==> src/rtl/sid_pot_sequencer.sv <==
// rtl/sid_pot_sequencer.sv - POTX/POTY discharge/count sequencer, one step per phi2 fall.
// Optional charged-input glitch filter: define SID_POT_FILTER_EN.
module sid_pot_sequencer #(
    parameter int DISCHARGE_CYCLES = 256,
    parameter int COUNT_CYCLES     = 256
) (
    input  logic       clk,
    input  logic       rst,
    input  logic       phi2,
    input  logic [1:0] charged,
    output logic       discharge,
    output logic [7:0] pot_x,
    output logic [7:0] pot_y,
    output logic       pot_valid
);

    typedef enum logic {
        ST_DISCHARGE = 1'b0,
        ST_COUNT     = 1'b1
    } state_t;

    localparam logic [8:0] DIS_LAST = 9'(DISCHARGE_CYCLES - 1);
    localparam logic [8:0] CNT_LAST = 9'(COUNT_CYCLES - 1);

    state_t          state_q, state_d;
    logic            phi2_prev_q, phi2_prev_d;
    logic            tick_q, tick_d;
    logic [8:0]      phase_q, phase_d;
    logic [1:0][7:0] cnt_q, cnt_d;
    logic [1:0]      done_q, done_d;
    logic            publish_q, publish_d;
    logic [7:0]      pot_x_q, pot_x_d;
    logic [7:0]      pot_y_q, pot_y_d;
    logic            pot_valid_q, pot_valid_d;
    logic [1:0]      charged_f;
    logic            last_dis;
    logic            last_cnt;

`ifdef SID_POT_FILTER_EN
    // Three-sample window: the live input plus two delayed copies must all be high.
    logic [1:0] stg1_q, stg1_d;
    logic [1:0] stg2_q, stg2_d;

    always_comb begin
        stg1_d    = charged;
        stg2_d    = stg1_q;
        charged_f = charged & stg1_q & stg2_q;
    end

    always_ff @(posedge clk) begin
        if (rst) begin
            stg1_q <= 2'b00;
            stg2_q <= 2'b00;
        end else begin
            stg1_q <= stg1_d;
            stg2_q <= stg2_d;
        end
    end
`else
    always_comb begin
        charged_f = charged;
    end
`endif

    always_comb begin
        phi2_prev_d = phi2;
        tick_d      = phi2_prev_q & ~phi2;
        last_dis    = (phase_q == DIS_LAST);
        last_cnt    = (phase_q == CNT_LAST);
    end

    // State register
    always_ff @(posedge clk) begin
        if (rst) begin
            state_q <= ST_DISCHARGE;
        end else begin
            state_q <= state_d;
        end
    end

    // Next-state logic
    always_comb begin
        state_d = state_q;
        if (tick_q) begin
            case (state_q)
                ST_DISCHARGE: if (last_dis) state_d = ST_COUNT;
                ST_COUNT:     if (last_cnt) state_d = ST_DISCHARGE;
                default:      state_d = ST_DISCHARGE;
            endcase
        end
    end

    // Outputs
    always_comb begin
        discharge = (state_q == ST_DISCHARGE);
        pot_x     = pot_x_q;
        pot_y     = pot_y_q;
        pot_valid = pot_valid_q;
    end

    // Counter datapath; a channel's count freezes once done, so the count is its result.
    always_comb begin
        phase_d     = phase_q;
        cnt_d       = cnt_q;
        done_d      = done_q;
        publish_d   = 1'b0;
        pot_x_d     = pot_x_q;
        pot_y_d     = pot_y_q;
        pot_valid_d = 1'b0;

        if (publish_q) begin
            pot_x_d     = cnt_q[0];
            pot_y_d     = cnt_q[1];
            pot_valid_d = 1'b1;
        end

        if (tick_q) begin
            phase_d = phase_q + 9'd1;
            if (state_q == ST_DISCHARGE) begin
                if (last_dis) begin
                    phase_d = 9'd0;
                    cnt_d   = '0;
                    done_d  = 2'b00;
                end
            end else begin
                for (int ch = 0; ch < 2; ch++) begin
                    if (!done_q[ch]) begin
                        if (charged_f[ch]) begin
                            done_d[ch] = 1'b1;
                        end else if (last_cnt) begin
                            cnt_d[ch] = 8'hFF;
                        end else if (cnt_q[ch] != 8'hFF) begin
                            cnt_d[ch] = cnt_q[ch] + 8'd1;
                        end
                    end
                end
                if (last_cnt) begin
                    phase_d   = 9'd0;
                    publish_d = 1'b1;
                end
            end
        end
    end

    always_ff @(posedge clk) begin
        if (rst) begin
            phi2_prev_q <= 1'b0;
            tick_q      <= 1'b0;
            phase_q     <= 9'd0;
            cnt_q       <= '0;
            done_q      <= 2'b00;
            publish_q   <= 1'b0;
            pot_x_q     <= 8'd0;
            pot_y_q     <= 8'd0;
            pot_valid_q <= 1'b0;
        end else begin
            phi2_prev_q <= phi2_prev_d;
            tick_q      <= tick_d;
            phase_q     <= phase_d;
            cnt_q       <= cnt_d;
            done_q      <= done_d;
            publish_q   <= publish_d;
            pot_x_q     <= pot_x_d;
            pot_y_q     <= pot_y_d;
            pot_valid_q <= pot_valid_d;
        end
    end

endmodule
==> config.mk <==
export PLATFORM = sky130hd
export DESIGN_NAME = sid_pot_sequencer
export DESIGN_NICKNAME = d
export VERILOG_FILES = /design/src/rtl/sid_pot_sequencer.sv
export SDC_FILE = /design/constraint.sdc
export NUM_CORES = 1
export LEC_CHECK = 0
export ABC_AREA = 0
export BUFFER_PORTS_ARGS = -buffer_cell sky130_fd_sc_hd__buf_2
export CELL_PAD_IN_SITES_DETAIL_PLACEMENT = 1
export CELL_PAD_IN_SITES_GLOBAL_PLACEMENT = 1
export CORE_ASPECT_RATIO = 1.2
export CORE_UTILIZATION = 40
export CTS_CLUSTER_DIAMETER = 50
export CTS_CLUSTER_SIZE = 25
export DETAILED_ROUTE_END_ITERATION = 7
export PLACE_DENSITY_LB_ADDON = 0.05
export SLEW_MARGIN = 25
export SYNTH_ARGS = -nofsm -noshare
export SYNTH_HDL_FRONTEND = slang
export SYNTH_SLANG_ARGS = --single-unit
export TNS_END_PERCENT = 100
==> constraint.sdc <==
create_clock -name clk -period 1.95 [get_ports clk]
set_input_delay 0.0975 -clock clk [delete_from_list [all_inputs] [get_ports clk]]
set_output_delay 0.0975 -clock clk [all_outputs]
set_load 0.01 [all_outputs]
==> reports/metrics.cfg <==
[clocking]
post_cts_buffers=0
path_clk_slew_ns=0.08
cts_max_path_buffers=2
clock-root-buffer=clkbuf_8
cts_max_level=2
tritoncts=done
cts.sinks=48
worstSkewPairLatency_ns=0.31
cts_buffers=5

[run_status]
violations=DRC
status=finished, violations left

[die]
ioPinCount=23
coreArea_sq_um=5440
rows=29
die_h_um=85.3
die_width_um=71.4
die_area_sq_um=6090
initial_utilization_pct=42.5

[power]
p_leak_nw=1.00
clock_power_share_pct=36.2
switching_share_pct=22.6
ir_drop_uv=317
powerDensity_nw_per_um2=609
power.switching_uw=362
p_int_mw=1.24
p_comb_share_pct=2.3
p_seq_share_pct=61.5

[synthesis]
synth_seq_cells=48
yosysWarningCount=0
synthArstFlopShare_pct=0
synth_edf_count=0
synth_area_sq_um=2310
avgSynthCellArea_sq_um=9.10
synth_area_leaders=dfxtp_1 42%, mux2i_1 7.4%, nor2_1 5.5%
yosys-top-cells-count=48 x dfxtp_1, 34 x nor2_1, 20 x nand3_1
seq_area_frac_synth_pct=41.6
syn_inst=254
yosysTopAreaCellShare_pct=41.6
synth_top_area_cell=dfxtp_1
synth_nets=263
synth_flop_cell=dfxtp_1
yosysUniqueCellTypes=53
yosysMostFrequentCell=dfxtp_1

[sta]
finalCritPeriodShare_pct=91.8
hold_viol_final=0
relSlewSlack_pct=64.9
period_needed_ns=1.79
setup_violations=0
worst_pin_slew_ns=0.523
skew_ns=0.00384
slew_viol_final=0
clock.fmax_mhz=559
rsz0062_at_grt=false
timing.setup.tns_ns=0

[setup_path]
path_cells=ha_1 -> nand4_2 -> o211ai_4 -> o2bb2a_4 -> o221a_1
crit_family=compound AO/OA/AOI/OAI gates
critPathBufInv=0
rrSetupSlack_ns=0.16
crit_path_end_kind=register
worst_ep_required_time_ns=2.15
cp_slowest_cell=dfxtp_1
critPathArrivalTime_ns=1.99
worstSetupPathType=register to register
critPathLaunchType=register
crit_fanout=8
critPathMaxStageDelay_ns=0.44

[detailed_routing]
drcViolationCount=2
dr_total_vias=1997
drt_iter0_markers=87
dr.pass1.iters=6
viasPerCell=5.74
routedWlPerCell_um=16.6
routed_wl_mm=5.79
final_antenna_net_count=0

[global_routing]
grt_pass1_vias=2076
grt_max_degree=40
overflow=0
antenna_found_initial=0
grt_usage_pct=21.6
grt_pass1_wl_mm=10.1

[flow_run]
cap_violations=0

[layout]
diodes=0
post-route-cell-area_sq_um=2630
syn2layout_area_growth_pct=13.6
layout-drive-gt1-share_pct=18.2
fin_nets=295

[min_path]
holdCritPathClass=input port to register

[place]
hpwl_mm=4.03
io_buffers=22
place_area_sq_um=2540
gp_congestion=0.796

-- final cells by class --
| type | instances | area (sq um) |
|---|---|---|
| Clock inverter | 1 | 5.00 |
| Tap cell | 62 | 77.6 |
| Inverter | 7 | 26.3 |
| Timing Repair Buffer | 36 | 218 |
| Sequential cell | 48 | 961 |
| Multi-Input combinational cell | 188 | 1270 |
| Fill cell | 680 | 2820 |
| Clock buffer | 6 | 72.6 |
-- path summary, 6_finish.rpt --
| kind | start | endpoint | depth (start not counted) |
|---|---|---|---|
| min | charged[0] | done_q[0] | 3 |
| max | cnt_q[0] | cnt_q[6] | 5 |
| max reg2reg | cnt_q[0] | cnt_q[6] | 5 |
| min reg2reg | phi2_prev_q | tick_q | 1 |
-- power by group through the flow --
stage          Clock (mW)  Combinational, mW  Sequential (mW)
6_report            0.580             0.0364            0.984
5_1_grt             0.637             0.0416            0.985
3_5_place_dp            0             0.0355             1.01
3_3_place_gp            0             0.0351             1.01
2_1_floorplan           0             0.0204             1.01
4_1_cts             0.600             0.0372            0.984
-- cells in the final DEF, fill, tap and decap left out, types with 4 or more instances in the layout --
master | synthesis | layout
nand4_1 | 5 | 5
nor2b_1 | 5 | 5
o311ai_0 | 4 | 4
ha_1 | 4 | 4
dfxtp_1 | 48 | 48
inv_1 | 6 | 6
a21oi_1 | 13 | 13
buf_4 | 1 | 13
clkbuf_8 | 0 | 5
xor2_1 | 4 | 4
o21ai_0 | 11 | 11
nand2_1 | 10 | 10
mux2i_1 | 17 | 17
buf_2 | 4 | 22
nor2_1 | 34 | 34
o21a_1 | 5 | 5
nand3_1 | 20 | 20
-- kinds of logic after synthesis --
group	Yosys count	share of synthesized area, %
XOR/XNOR	7	2.65
AO/OA/AOI/OAI	60	18.9
AND/OR/NAND/NOR	100	23.7
flip-flops	48	41.6
buffers and inverters	18	3.63
adder cells (fa/ha/maj)	4	2.16
multiplexers	17	7.36
-- metrics by stage --
stage	power (mW)	worst slack (ns)	instances	utilization [%]	hold slack, ns
floorplan	1.03	0.325	254	-	0.173
global placement	1.04	0.156	340	46.7	0.275
detailed placement	1.04	0.152	340	46.7	0.276
CTS	1.62	0.130	348	48.3	0.0427
global route	1.66	0.0131	348	48.3	0.0675
finish	1.60	0.160	348	48.3	0.0547
-- metal layers --
metal  wire length, um  global-route usage, %  vias up
li1                  -                      -      997
met1              2800                   26.3      971
met2              2770                   37.0       24
met3               124                   4.28        5
met4                93                   8.55        0
met5                 0                      0        -
-- tightest hold or removal path, stage by stage --
cell and delay (ns):
buf_2 0.10, a21oi_1 0.06, nor2_1 0.07
-- registers in the layout, summed over array words and instances, names as in the netlist, 2 cells and up --
name     count
cnt_q       16
pot_y        8
phase_q      9
pot_x        8
done_q       2
-- timing repair --
item	4_1_cts	5_1_grt
endpoints found under the setup margin	0	1
gates resized for setup	0	0
endpoints found under the hold margin	1	0
hold buffers	1	0
Note: power is estimated with default switching activity, not from simulation.
